**config.mk**
```make
export PLATFORM = sky130hd
export DESIGN_NAME = mdu_sequencer
export DESIGN_NICKNAME = d
export VERILOG_FILES = /design/src/rtl/mdu_sequencer.sv
export SDC_FILE = /design/constraint.sdc
export NUM_CORES = 1
export LEC_CHECK = 0
export BUFFER_PORTS_ARGS = -buffer_cell sky130_fd_sc_hd__buf_2
export CORE_ASPECT_RATIO = 1.2
export CORE_MARGIN = 1
export CORE_UTILIZATION = 25
export CTS_CLUSTER_SIZE = 40
export DETAILED_ROUTE_END_ITERATION = 7
export PLACE_DENSITY = 0.56
export SYNTH_ARGS = -nofsm -noshare
export SYNTH_HDL_FRONTEND = slang
export SYNTH_SLANG_ARGS = --single-unit
```
**constraint.sdc**
```tcl
create_clock -name clk -period 2.8 [get_ports clk]
set_clock_uncertainty 0.15 [all_clocks]
set_input_delay 0.84 -clock clk [delete_from_list [all_inputs] [get_ports clk]]
set_output_delay 0.84 -clock clk [all_outputs]
set_load 0.02 [all_outputs]
```
**src/rtl/mdu_sequencer.sv**
```systemverilog
// Iterative unsigned MUL/MULHU/DIVU/REMU sequencer. It borrows the core's shared
// 32-bit ALU for every add or subtract step, so it contains no adder of its own.
module mdu_sequencer #(
  parameter logic [3:0] OP_ADD = 4'b0000,
  parameter logic [3:0] OP_SUB = 4'b0001,
  parameter int         ITER   = 32
) (
  input  logic        clk,
  input  logic        rst_n,
  input  logic        flush,
  input  logic        req_valid,
  output logic        req_ready,
  input  logic [1:0]  req_op,
  input  logic [31:0] req_a,
  input  logic [31:0] req_b,
  output logic        rsp_valid,
  input  logic        rsp_ready,
  output logic [31:0] rsp_data,
  output logic        busy,
  output logic [3:0]  alu_op,
  output logic [31:0] alu_a,
  output logic [31:0] alu_b,
  input  logic [31:0] alu_c
);

  typedef enum logic [1:0] {
    IDLE = 2'd0,
    RUN  = 2'd1,
    DONE = 2'd2
  } state_e;

  typedef enum logic [1:0] {
    MUL   = 2'b00,
    MULHU = 2'b01,
    DIVU  = 2'b10,
    REMU  = 2'b11
  } mdu_op_e;

  state_e      state_q, state_d;
  mdu_op_e     op_q, op_d;
  // hi holds the product high half or the remainder; lo holds the multiplier or
  // the quotient; m holds the multiplicand or the divisor.
  logic [31:0] hi_q, hi_d;
  logic [31:0] lo_q, lo_d;
  logic [31:0] m_q, m_d;
  logic [4:0]  cnt_q, cnt_d;
  logic [31:0] rsp_data_q, rsp_data_d;

  logic [31:0] rs;
  logic        carry;
  logic        accept;
  logic        last;

  assign req_ready = (state_q == IDLE) && !flush;
  assign accept    = req_valid && req_ready;
  assign busy      = (state_q != IDLE);
  assign rsp_valid = (state_q == DONE);
  assign rsp_data  = rsp_data_q;
  assign rs        = {hi_q[30:0], lo_q[31]};
  assign last      = (cnt_q == 5'(ITER - 1));

  // NOTE: every signal assigned here gets a default first, so no path leaves a
  // value unassigned and no latch is inferred.
  always_comb begin
    state_d    = state_q;
    op_d       = op_q;
    hi_d       = hi_q;
    lo_d       = lo_q;
    m_d        = m_q;
    cnt_d      = cnt_q;
    rsp_data_d = rsp_data_q;
    alu_op     = OP_ADD;
    alu_a      = '0;
    alu_b      = '0;
    carry      = 1'b0;

    unique case (state_q)
      IDLE: begin
        if (accept) begin
          op_d  = mdu_op_e'(req_op);
          hi_d  = '0;
          cnt_d = '0;
          if (req_op[1]) begin
            lo_d = req_a;
            m_d  = req_b;
          end else begin
            lo_d = req_b;
            m_d  = req_a;
          end
          // Divide by zero bypasses RUN with the architecturally defined result.
          if (req_op[1] && (req_b == 32'd0)) begin
            state_d    = DONE;
            rsp_data_d = req_op[0] ? req_a : 32'hFFFF_FFFF;
          end else begin
            state_d = RUN;
          end
        end
      end

      RUN: begin
        cnt_d = cnt_q + 5'd1;
        if (!op_q[1]) begin
          alu_op = OP_ADD;
          alu_a  = hi_q;
          alu_b  = lo_q[0] ? m_q : 32'd0;
          carry  = (alu_c < hi_q);
          hi_d   = {carry, alu_c[31:1]};
          lo_d   = {alu_c[0], lo_q[31:1]};
        end else begin
          alu_op = OP_SUB;
          alu_a  = rs;
          alu_b  = m_q;
          // A set msb means the shifted remainder is 33 bits wide and exceeds d.
          if (hi_q[31] || (rs >= m_q)) begin
            hi_d = alu_c;
            lo_d = {lo_q[30:0], 1'b1};
          end else begin
            hi_d = rs;
            lo_d = {lo_q[30:0], 1'b0};
          end
        end
        if (last) begin
          state_d = DONE;
          unique case (op_q)
            MUL, DIVU:   rsp_data_d = lo_d;
            MULHU, REMU: rsp_data_d = hi_d;
          endcase
        end
      end

      DONE: begin
        if (rsp_ready) state_d = IDLE;
      end

      default: state_d = IDLE;
    endcase

    if (flush) state_d = IDLE;
  end

  // NOTE: state registers use non-blocking assignments so every flop samples
  // the pre-edge values regardless of statement order.
  always_ff @(posedge clk or negedge rst_n) begin
    if (!rst_n) begin
      state_q    <= IDLE;
      op_q       <= MUL;
      hi_q       <= '0;
      lo_q       <= '0;
      m_q        <= '0;
      cnt_q      <= '0;
      rsp_data_q <= '0;
    end else begin
      state_q    <= state_d;
      op_q       <= op_d;
      hi_q       <= hi_d;
      lo_q       <= lo_d;
      m_q        <= m_d;
      cnt_q      <= cnt_d;
      rsp_data_q <= rsp_data_d;
    end
  end

endmodule

```
==> summary.txt, run 1 <==
Status
  – Result of the run: finished with violations
  – Violations in the final reports: negative setup slack

Floorplan
  – Horizontal die dimension: approximately 190 um
  – Die outline height: ~230 um
  – I/O pin count: between 200 and 250
  – FP Rows: 82
  – Core ar.: between 40,000 and 50,000 sq um
  – Initial cell density of the core: around 26%
  – Die Area: approximately 44,000 sq um

CTS
  – Clock tree from TritonCTS: built
  – # hold bufs at CTS: 0
  – Deepest level of the CTS H-tree: 4
  – Clock buffer depth: 2
  – Insertion delay of the later-clocked pin in the worst-skew pair: between 0.4 and 0.5 ns
  – TritonCTS Sinks: between 100 and 150
  – Clock root cell: sky130_fd_sc_hd__clkbuf_16
  – Clock-pin slew on the worst setup and hold paths: about 0.060 ns
  – Inserted Clock Buffers: 17

STA
  – Post-route setup slack: -0.129 ns
  – RSZ-0062 raised after global routing: true
  – Total setup violations reported at the end of the flow: just over 60
  – Relative slew slack: a little over three fifths
  – Final-report max-slew violation count: 0
  – Measured slew at the worst slew-check pin: roughly 0.55 ns
  – Final Hold Fails: 0
  – Final critical delay including setup and external delays: 2.93 ns
  – Aggregate negative setup slack: -4.20 ns
  – Timing-limited maximum frequency: around 0.34 GHz
  – Final clock period utilization by the worst path: 105%

Power and ir drop
  – Design internal power: ~0.0064 W
  – Peak ir drop on the vdd network: 0.508 mV
  – Switching part of the total power: around 41%
  – Leakage dissipation: around 7 nW
  – Power spent charging and discharging nets: approximately 0.0045 W
  – Proportion of power drawn by combinational gates: 54.0%
  – Cell Pwr Density: roughly 710 nW/um^2
  – Part of the power in registers: around 26%
  – Relative contribution of the clock network to total power: 20.2%

Worst setup path
  – Worst setup path end: rsp_data[5]
  – Critical path fanouts, max: 6
  – Reg2reg setup slack: -0.13 ns
  – Origin of the critical flop-to-flop path: m_q[11]
  – Number of cells on the worst reg-to-reg path: 12
  – Launching element type of the critical path: flop
  – Startpoint of the most critical setup path: m_q[11]
  – Data required time of the critical path: approximately 3.0 ns
  – Endpoint class of the critical path: flop
  – Reg-to-Reg End: rsp_data[5]
  – Kind of critical path: flop to flop
  – Arrival time worst endpoint: roughly 3.2 ns

Detailed routing
  – Total iterations of the first detailed-routing run: 5
  – Final wirelength: 42.6 mm
  – Antenna-violating nets left: 0
  – Remaining DRCs: 0
  – Wire length per cell after detailed routing: approximately 20 um
  – Vias per Instance: approximately 5.1
  – Via count: roughly 11,000
  – DRT iter0 DRCs: 510

Logic synthesis
  – Distinct cell type count of the synthesized netlist: 57
  – Count of mapped cells out of synthesis: ~1,200
  – Synth Cell Area: about 11,000 sq um
  – Share of flip-flops with an asynchronous set or reset after synthesis: 100%
  – Number of enable-type register cells in the synthesized netlist: 0
  – Most area-hungry cell type in the Yosys netlist: sky130_fd_sc_hd__dfrtp_1
  – Post-synth top area share: about 32%
  – Cells taking the most area after synthesis: sky130_fd_sc_hd__dfrtp_1, sky130_fd_sc_hd__mux2i_1, sky130_fd_sc_hd__ha_1
  – Part of the Yosys area used for sequential elements: around a third
  – Main synth FF type: sky130_fd_sc_hd__dfrtp_1
  – Mean Syn Cell Area: 8.79 sq um
  – Number of warnings issued by yosys: 0
  – Synthesis-stage register bit count: between 100 and 150

Global route
  – First-pass GRT wire length: 63.4 mm
  – GRT Total Usage: 19.2%
  – Number of antenna violations at the first check in global routing: 3
  – Maximum number of pins on one net before global-route repair: 76
  – Via count of the first global-routing pass: 10,800
  – Grt ovf: 0

Placed design
  – Global placement routability congestion: between 0.8 and 0.9
  – Port buffer count: roughly 200
  – Post-placement cell area: between 10,000 and 15,000 sq um
  – Cell Count Post-Placement: between 2,000 and 2,500
  – Placed wire-length estimate after detailed placement: 30.0 mm

Final layout
  – Total number of nets in the final design: 1,695
  – Fillcell total: 4,281
  – Antenna Diode Count: 0
  – Layout Cells excl Fill: 2,086
  – Cell area after layout: around 15,000 sq um
  – Proportion of layout cells with a drive suffix above 1: between 30% and 40%
  – Area growth syn-to-layout: 42.5%

Hold path
  – Tightest Hold Check Type: input pin to async pin

Run
  – # Max-Cap Violations: 0
-- layer usage --
metal | up-vias | routed length [um] | global-route usage [%]
met4 | 6 | 1400 | 8.80
met2 | 335 | 20800 | 31.9
met1 | 5197 | 17900 | 23.6
met3 | 70 | 2390 | 3.81
li1 | 5053 | - | -
met5 | - | 41 | 0
-- cell usage in the layout (no fill, tap or decap), types with 8 or more instances in the layout --
cell                        instances
sky130_fd_sc_hd__a211oi_1          30
sky130_fd_sc_hd__a211oi_2          32
sky130_fd_sc_hd__a21o_1            36
sky130_fd_sc_hd__a21oi_1           55
sky130_fd_sc_hd__a21oi_2           27
sky130_fd_sc_hd__a31o_1            30
sky130_fd_sc_hd__buf_12            17
sky130_fd_sc_hd__buf_2            193
sky130_fd_sc_hd__buf_4            160
sky130_fd_sc_hd__buf_6             10
sky130_fd_sc_hd__clkbuf_16         21
sky130_fd_sc_hd__dfrtp_1          132
sky130_fd_sc_hd__ha_1              52
sky130_fd_sc_hd__ha_4              13
sky130_fd_sc_hd__inv_1             55
sky130_fd_sc_hd__inv_2             11
sky130_fd_sc_hd__mux2i_1          153
sky130_fd_sc_hd__mux2i_4           28
sky130_fd_sc_hd__nand2_1           59
sky130_fd_sc_hd__nand3_1            9
sky130_fd_sc_hd__nand4_1            9
sky130_fd_sc_hd__nor2_1            96
sky130_fd_sc_hd__nor2_2             8
sky130_fd_sc_hd__nor3_1            55
sky130_fd_sc_hd__nor3_2             9
sky130_fd_sc_hd__o21a_1            35
sky130_fd_sc_hd__o21ai_0          108
-- state kept, by name, summed over array words and instances, names as in the netlist --
name and cells:
hi_q 32, lo_q 32, m_q 32, rsp_data 32, cnt_q 5, op_q 2
state_q 2
-- worst max-delay path, stage by stage (launching register included) --
cell and delay [ns]:
sky130_fd_sc_hd__dfrtp_1 0.36, sky130_fd_sc_hd__inv_2 0.07, sky130_fd_sc_hd__ha_4 0.28, sky130_fd_sc_hd__nand4_1 0.24, sky130_fd_sc_hd__nor3_4 0.24, sky130_fd_sc_hd__a22oi_2 0.15
sky130_fd_sc_hd__a2111oi_4 0.40, sky130_fd_sc_hd__nor2_4 0.06, sky130_fd_sc_hd__buf_6 0.15, sky130_fd_sc_hd__buf_12 0.15, sky130_fd_sc_hd__mux2i_4 0.20, sky130_fd_sc_hd__a21o_1 0.20
sky130_fd_sc_hd__a211oi_2 0.18
-- what timing repair did --
item | CTS | global route
buffers inserted | 9 | 10
gates cloned | 3 | 4
pin swaps | 15 | 104
gates resized for setup | 68 | 118
setup endpoints to repair | 104 | 90
-- cells by family (layout without fill, tap and decap cells) --
group / count (synthesis) / count (layout) / share of synthesized area, %
compound gates: 379 / 379 / 24.3
simple gates: 276 / 276 / 11.6
mux: 191 / 191 / 17.9
buf+inv: 168 / 488 / 6.51
flops: 137 / 137 / 32.0
fa+ha+maj: 65 / 65 / 7.60
other cells: 1 / 3 / 0.0350
xor+xnor: 1 / 1 / 0.0818
-- metrics by stage --
step	power, W	worst slack [ns]	hold slack, ns	utilization (%)
finish	0.0109	-0.129	0.177	36.4
CTS	0.0101	-0.136	0.161	34.5
detailed placement	0.00725	-0.748	0.321	32.0
floorplan	0.00552	0.0490	0.300	-
global placement	0.00718	-0.792	0.312	32.0
global route	0.0115	-0.232	0.190	36.4
-- cell type report --
type | instances | area [sq um] | share of cell area [%]
clock inverter | 10 | 70.1 | 0.459
clock buffer | 22 | 474 | 3.11
multi-input combinational | 915 | 7470 | 49.0
timing repair buffer | 390 | 2870 | 18.8
sequential | 137 | 3440 | 22.5
inverter | 66 | 248 | 1.62
tap | 546 | 683 | 4.48
-- synthesized netlist by cell type (6+ instances only) --
master,n
sky130_fd_sc_hd__nand3_1,9
sky130_fd_sc_hd__nand2_1,60
sky130_fd_sc_hd__a211oi_1,34
sky130_fd_sc_hd__dfrtp_1,137
sky130_fd_sc_hd__nor4_1,6
sky130_fd_sc_hd__nor3_1,65
sky130_fd_sc_hd__clkbuf_1,82
sky130_fd_sc_hd__buf_1,9
sky130_fd_sc_hd__ha_1,65
sky130_fd_sc_hd__a211oi_2,28
sky130_fd_sc_hd__a31o_1,30
sky130_fd_sc_hd__a21oi_1,82
sky130_fd_sc_hd__nand4_1,9
sky130_fd_sc_hd__o21ai_0,109
sky130_fd_sc_hd__o21a_1,35
sky130_fd_sc_hd__nor2_1,105
sky130_fd_sc_hd__a21o_1,36
sky130_fd_sc_hd__mux2i_1,188
sky130_fd_sc_hd__inv_1,66
-- worst min-delay path by stage --
stage / start / end / slack, ns / cells past startpoint
finish: rst_n / rsp_data[23] / 0.18 / 1
global route: rst_n / lo_q[18] / 0.19 / 1
CTS: rst_n / hi_q[28] / 0.16 / 1
detailed placement: m_q[16] / m_q[16] / 0.32 / 2
global placement: m_q[16] / m_q[16] / 0.31 / 2
floorplan: m_q[10] / m_q[10] / 0.30 / 2
-- power groups by stage --
| stage | Combinational (W) | Sequential (W) | Clock [W] |
|---|---|---|---|
| final | 0.00589 | 0.00281 | 0.00220 |
| after global routing | 0.00637 | 0.00286 | 0.00231 |
| after CTS | 0.00508 | 0.00279 | 0.00226 |
| after detailed placement | 0.00443 | 0.00282 | 0 |
| after global placement | 0.00437 | 0.00281 | 0 |
| after floorplan | 0.00274 | 0.00278 | 0 |
Note: power is estimated with default switching activity, not from simulation.
==> run 2, diff against run 1 <==
CORE_MARGIN = default   (was 1)
MAX_ROUTING_LAYER = met4   (was default)
TNS_END_PERCENT = 10   (was default)
==> run 2 against run 1 <==
Critical endpoint is now hi_q[6]. Fmax about the same. The flow still finishes with violations (negative setup slack). Sequential cell count unchanged. Critical path type unchanged. Setup slack worse by 0.0026 ns. Combinational power down 8.8%. Sequential power about the same. Count of clock-buffer cells in the layout unchanged. Total power down 4.8%. Global-route usage up 0.53 points. Wire length down 2.3%. Sequential share of layout area up 0.64 points.
==> summary.txt, run 2 (same netlist as run 1, synthesis figures left out) <==
STA
  – Timing-limited maximum frequency: 0.341 GHz (about the same)
  – Final critical delay including setup and external delays: 2.93 ns (+0.00265 ns)
  – Final-report max-slew violation count: 0 (unchanged)
  – Final clock period utilization by the worst path: 105% (about the same)
  – Post-route setup slack: -0.131 ns (-0.00265 ns)
  – RSZ-0062 raised after global routing: true
  – Total setup violations reported at the end of the flow: 65 (+4.8%)
  – Final Hold Fails: 0 (unchanged)
  – Relative slew slack: 63.8% (+0.75 points)
  – Measured slew at the worst slew-check pin: 0.543 ns (-0.0112 ns)
  – Fin Hold WS: 0.174 ns (-0.00305 ns)

Status
  – Violations in the final reports: negative setup slack
  – Result of the run: finished with violations

Worst setup path
  – Gate family responsible for the most delay along the worst path: compound AO/OA/AOI/OAI gates
  – Origin of the critical flop-to-flop path: m_q[11]
  – Sum of buffers and inverters on the critical path: 3 (unchanged)
  – Library cell contributing the largest single delay on the critical path: sky130_fd_sc_hd__a2111oi_4
  – Cell Chain, Critical Path: inv_2 -> ha_4 -> nand4_1 -> nor3_4 -> a22oi_2 -> a2111oi_4 -> nor2_4 -> buf_12 -> buf_16 -> mux2i_1 -> a21oi_1 -> a31o_1
  – Endpoint class of the critical path: flop
  – Startpoint of the most critical setup path: m_q[11]
  – CP peak stage delay: 0.40 ns (about the same)
  – Kind of critical path: flop to flop
  – Critical path fanouts, max: 6 (unchanged)
  – Launching element type of the critical path: flop
  – Arrival time worst endpoint: 3.13 ns (-0.02 ns)
  – Data required time of the critical path: 2.99 ns (-0.03 ns)

Final layout
  – Cell area after layout: 14,800 sq um (-2.8%)
  – Area used by sequential logic in the layout: 3440 sq um (about the same)
  – Footprint of the multi-input gates: 7200 sq um (-3.7%)
  – Area growth syn-to-layout: 38.5%
  – Top library cells by usage in the layout, fill and taps aside: sky130_fd_sc_hd__buf_4, sky130_fd_sc_hd__buf_2, sky130_fd_sc_hd__mux2i_1
  – Post-layout util: 35.3% (-1.0 points)
  – Proportion of layout cells with a drive suffix above 1: 36.0% (-2.5 points)
  – Most common cell after layout, fill and taps aside: sky130_fd_sc_hd__buf_4
  – Fillcell total: 4,325 (+1.0%)
  – Total number of nets in the final design: 1,678 (-1.0%)

Detailed routing
  – Antenna-violating nets left: 0 (unchanged)
  – Via count: 10,600 (-0.96%)
  – Wire length per cell after detailed routing: 20.1 um (-1.6%)
  – Remaining DRCs: 0 (unchanged)
  – Total iterations of the first detailed-routing run: 5 (unchanged)
  – Final wirelength: 41.6 mm (-2.3%)
  – Vias per Instance: 5.10 (-0.29%)
  – DRT iter0 DRCs: 601 (+18%)

Floorplan
  – Die Area: 43,700 sq um (unchanged)
  – Initial cell density of the core: 25.5% (unchanged)
  – Horizontal die dimension: 191 um (unchanged)
  – I/O pin count: 206 (unchanged)
  – Die outline height: 229 um (unchanged)
  – FP Rows: 82 (unchanged)
  – Core ar.: 42,000 sq um (unchanged)

CTS
  – Clock buffer depth: 2 (unchanged)
  – TritonCTS Sinks: 137 (unchanged)
  – Clock root cell: sky130_fd_sc_hd__clkbuf_16
  – Clock-pin slew on the worst setup and hold paths: 0.06 ns (about the same)
  – Inserted Clock Buffers: 17 (unchanged)
  – Deepest level of the CTS H-tree: 4 (unchanged)
  – Insertion delay of the later-clocked pin in the worst-skew pair: 0.46 ns (about the same)
  – Clock tree from TritonCTS: built

Hold path
  – Tightest Hold Check Type: input pin to async pin

Global route
  – Via count of the first global-routing pass: 10,800 (-0.71%)
  – Grt ovf: 0 (unchanged)
  – GRT Total Usage: 19.7% (+0.53 points)
  – Maximum number of pins on one net before global-route repair: 76 (unchanged)
  – First-pass GRT wire length: 63.3 mm (-0.12%)
  – Number of antenna violations at the first check in global routing: 3 (unchanged)

Run
  – # Max-Cap Violations: 0 (unchanged)

Placed design
  – Placed wire-length estimate after detailed placement: 30.0 mm (unchanged)
  – Post-placement cell area: 13,400 sq um (unchanged)
  – Port buffer count: 202 (unchanged)
  – Global placement routability congestion: 0.865 (+1.6%)

Power and ir drop
  – Leakage dissipation: 6.89 nW (-1.8%)
  – Design Power: 0.0104 W (-4.8%)
  – Peak ir drop on the vdd network: 0.549 mV (+8.1%)
  – Cell Pwr Density: 700 nW/um^2 (-2.1%)
[run 2: worst paths after layout]
check / endpoint / slack [ns] / cells past startpoint
max: hi_q[6] / -0.13 / 12
min: rsp_data[23] / 0.17 / 1
max reg2reg: hi_q[6] / -0.13 / 12
min reg2reg: m_q[16] / 0.33 / 2
max in group asynchronous: state_q[1] / 1.67 / 2
min in group clk: m_q[16] / 0.33 / 2
[run 2: layer usage]
layer / global-route usage, % / wire (um)
met3: 3.79 / 2350
met2: 31.8 / 20300
met5: - / 0
met1: 23.7 / 17500
met4: 8.40 / 1490
[run 2: through the flow]
step	worst slack, ns	std cells	setup TNS, ns
after floorplan	0.0490	1220	0
after global placement	-0.792	2030	-19.42
after detailed placement	-0.748	2030	-19.43
after CTS	-0.130	2066	-6.05
after global routing	-0.238	2072	-14.61
final	-0.131	2072	-5.44
[run 2: power by group]
| group | switching (W) | internal, W |
|---|---|---|
| clock network | 0.000998 | 0.00120 |
| registers | 0.000426 | 0.00238 |
| logic | 0.00285 | 0.00252 |
[run 2: worst register-to-register path, stage by stage, from the launching register on]
cell and delay, ns:
sky130_fd_sc_hd__dfrtp_1 0.37, sky130_fd_sc_hd__inv_2 0.07, sky130_fd_sc_hd__ha_4 0.27, sky130_fd_sc_hd__nand4_1 0.24
sky130_fd_sc_hd__nor3_4 0.24, sky130_fd_sc_hd__a22oi_2 0.15, sky130_fd_sc_hd__a2111oi_4 0.41, sky130_fd_sc_hd__nor2_4 0.06
sky130_fd_sc_hd__buf_12 0.16, sky130_fd_sc_hd__buf_16 0.16, sky130_fd_sc_hd__mux2i_1 0.25, sky130_fd_sc_hd__a21oi_1 0.11
sky130_fd_sc_hd__a31o_1 0.19
[run 2: area by class of cell]
type / instances / area share, %
timing repair buffer: 373 / 18.3
tap: 546 / 4.61
clock inverter: 10 / 0.472
multi-input combinational: 915 / 48.5
sequential: 137 / 23.2
inverter: 66 / 1.67
clock buffer: 22 / 3.20
antenna: 3 / 0.0506
[run 2: repair_timing]
item | CTS | global route
gates resized for setup | 97 | 59
hold buffers | 0 | 0
setup endpoints to repair | 104 | 128
setup buffers | 3 | 1
cloned | 2 | 2
pin swaps | 16 | 57
==> run 3, diff against run 2 <==
CAP_MARGIN = 20   (was default)
CORE_MARGIN = 4   (was default)
CORE_UTILIZATION = 40   (was 25)
PLACE_DENSITY = 0.75   (was 0.56)
==> run 3 against run 2 <==
The flow still finishes with violations (negative setup slack). Register-to-register slack better by 0.07 ns. Hold slack better by 0.0032 ns. Clock power is 9% higher. Fmax is 1.9% higher. Sequential cell count stayed put. Cell area is 3.5% lower. First-iteration DRC count is 45% higher. Combinational power is 7.4% lower. Global-route usage is 6.1 points higher. Setup slack better by 0.055 ns. Cell count is 11% lower. Via count is 1.2% higher. Largest cell class unchanged. Largest power group unchanged.
==> summary.txt, run 3 (same netlist as run 1, synthesis figures left out) <==
Status
  – Result of the run: finished with violations
  – Violations in the final reports: negative setup slack

STA
  – Timing-limited maximum frequency: 0.348 GHz (+1.9%)
  – Post-route setup slack: -0.0767 ns (+0.0546 ns)
  – Final clock period utilization by the worst path: 103% (-2.0 points)
  – Measured slew at the worst slew-check pin: 0.669 ns (+0.126 ns)
  – RSZ-0062 raised after global routing: true
  – Final-report max-slew violation count: 0 (unchanged)
  – Final critical delay including setup and external delays: 2.88 ns (-0.0546 ns)
  – Final Hold Fails: 0 (unchanged)
  – Relative slew slack: 55.4% (-8.4 points)
  – Total setup violations reported at the end of the flow: 28 (-57%)
  – Aggregate negative setup slack: -0.636 ns (+4.80 ns)

Power and ir drop
  – Part of the power in registers: 28.0% (+0.9 points)
  – Power spent charging and discharging nets: 0.00415 W (-2.8%)
  – Proportion of power drawn by combinational gates: 48.5% (-3.2 points)
  – Cell Pwr Density: 716 nW/um^2 (+2.3%)
  – Peak ir drop on the vdd network: 0.459 mV (-16%)
  – Relative contribution of the clock network to total power: 23.4% (+2.2 points)
  – Switching part of the total power: 40.6% (-0.60 points)
  – Design internal power: 0.00608 W (-0.34%)
  – Leakage dissipation: 6.78 nW (-1.5%)
  – Design Power: 0.0102 W (-1.3%)

Run
  – # Max-Cap Violations: 0 (unchanged)

CTS
  – # hold bufs at CTS: 0 (unchanged)
  – Clock tree from TritonCTS: built
  – Deepest level of the CTS H-tree: 4 (unchanged)
  – Clock root cell: sky130_fd_sc_hd__clkbuf_16
  – Inserted Clock Buffers: 17 (unchanged)
  – TritonCTS Sinks: 137 (unchanged)
  – Insertion delay of the later-clocked pin in the worst-skew pair: 0.44 ns (-0.02 ns)
  – Clock-pin slew on the worst setup and hold paths: 0.07 ns (about the same)
  – Clock buffer depth: 2 (unchanged)

Placed design
  – Port buffer count: 202 (unchanged)
  – Placed wire-length estimate after detailed placement: 25.6 mm (-15%)
  – Post-place setup slack: -0.914 ns (-0.166 ns)
  – Global placement routability congestion: 0.896 (+3.6%)
  – Post-placement cell area: 12,900 sq um (-4.3%)

Worst setup path
  – Data required time of the critical path: 2.97 ns (-0.02 ns)
  – Launching element type of the critical path: input pin
  – Kind of critical path: input pin to flop
  – Origin of the critical flop-to-flop path: hi_q[13]
  – Arrival time worst endpoint: 3.05 ns (-0.08 ns)
  – Critical path fanouts, max: 4 (-2)
  – Endpoint class of the critical path: flop
  – Startpoint of the most critical setup path: alu_c[15]

Floorplan
  – Initial cell density of the core: 40.6% (+15 points)
  – Die outline height: 187 um (-18%)
  – Die Area: 29,500 sq um (-33%)
  – Core ar.: 26,400 sq um (-37%)
  – Horizontal die dimension: 157 um (-18%)
  – I/O pin count: 206 (unchanged)
  – FP Rows: 65 (-21%)

Detailed routing
  – Remaining DRCs: 0 (unchanged)
  – Via count: 10,700 (+1.2%)
  – Antenna-violating nets left: 0 (unchanged)
  – Vias per Instance: 5.81 (+14%)
  – Total iterations of the first detailed-routing run: 6 (+1)
  – DRT iter0 DRCs: 874 (+45%)
  – Wire length per cell after detailed routing: 20.5 um (+2.3%)
  – Final wirelength: 37.8 mm (-9.2%)

Global route
  – Grt ovf: 0 (unchanged)
  – Via count of the first global-routing pass: 10,800 (+0.34%)
  – First-pass GRT wire length: 58.9 mm (-6.9%)
  – GRT Total Usage: 25.8% (+6.1 points)
  – Number of antenna violations at the first check in global routing: 1 (-2)
  – Maximum number of pins on one net before global-route repair: 95 (+25%)

Hold path
  – Tightest Hold Check Type: input pin to async pin

Final layout
  – Most common cell after layout, fill and taps aside: sky130_fd_sc_hd__buf_2
  – Cell area after layout: 14,300 sq um (-3.5%)
  – Total number of nets in the final design: 1,657 (-1.3%)
  – Area used by sequential logic in the layout: 3440 sq um (about the same)
  – Area growth syn-to-layout: 33.6%
  – Proportion of layout cells with a drive suffix above 1: 34.5% (-1.6 points)
  – Footprint of the multi-input gates: 7190 sq um (about the same)
  – Fillcell total: 2,294 (-47%)
  – Top library cells by usage in the layout, fill and taps aside: sky130_fd_sc_hd__buf_2, sky130_fd_sc_hd__mux2i_1, sky130_fd_sc_hd__buf_4
[run 3: layout make-up]
| cell class | count | area share, % |
|---|---|---|
| clock inverters | 13 | 1.19 |
| flip-flops and latches | 137 | 24.0 |
| multi-input cells | 917 | 50.3 |
| repair buffers | 350 | 16.7 |
| well taps | 335 | 2.93 |
| clock buffers | 19 | 3.10 |
| inverters | 66 | 1.73 |
| diodes | 2 | 0.0350 |
[run 3: critical path, cell delays in order]
cell and delay [ns]:
sky130_fd_sc_hd__buf_2 0.14, sky130_fd_sc_hd__ha_4 0.29, sky130_fd_sc_hd__nand4_1 0.24, sky130_fd_sc_hd__nor3_2 0.23, sky130_fd_sc_hd__nor4b_4 0.36, sky130_fd_sc_hd__nor4b_4 0.10
sky130_fd_sc_hd__o31ai_2 0.34, sky130_fd_sc_hd__a41o_1 0.22, sky130_fd_sc_hd__a221oi_2 0.07, sky130_fd_sc_hd__a31o_1 0.22
[run 3: final timing paths]
kind,to,slack [ns],cells past startpoint
setup / recovery,rsp_data[31],-0.08,10
hold / removal,m_q[1],0.18,1
setup reg to reg,rsp_data[31],-0.06,11
hold reg to reg,m_q[16],0.33,2
max in group asynchronous,lo_q[5],1.61,2
min in group clk,m_q[16],0.33,2
[run 3: timing repair]
action / 4_1_cts / 5_1_grt
endpoints found under the setup margin: 113 / 100
cloned: 3 / 0
pin swaps: 43 / 14
setup buffers: 15 / 6
gates resized for setup: 61 / 67
[run 3: per-stage QoR]
step           hold WS [ns]  instances  utilization (%)
2_1_floorplan         0.300       1220                -
3_5_place_dp          0.320       1783             48.9
4_1_cts               0.178       1832             53.0
3_3_place_gp          0.311       1783             48.9
5_1_grt               0.191       1838             54.3
6_report              0.178       1839             54.3
[run 3: routing by layer]
| layer | GRT usage, % | vias to the layer above | routed length [um] |
|---|---|---|---|
| li1 | - | 4992 | - |
| met1 | 32.2 | 5206 | 15500 |
| met2 | 41.9 | 407 | 18600 |
| met3 | 4.49 | 82 | 2370 |
| met4 | 9.47 | 0 | 1230 |
| met5 | - | - | 0 |
[run 3: power by group through the flow]
stage / logic, W / registers [W] / clock network [W]
4_1_cts: 0.00458 / 0.00285 / 0.00242
6_report: 0.00497 / 0.00287 / 0.00240
3_3_place_gp: 0.00401 / 0.00285 / 0
5_1_grt: 0.00539 / 0.00292 / 0.00251
2_1_floorplan: 0.00274 / 0.00278 / 0
3_5_place_dp: 0.00412 / 0.00286 / 0
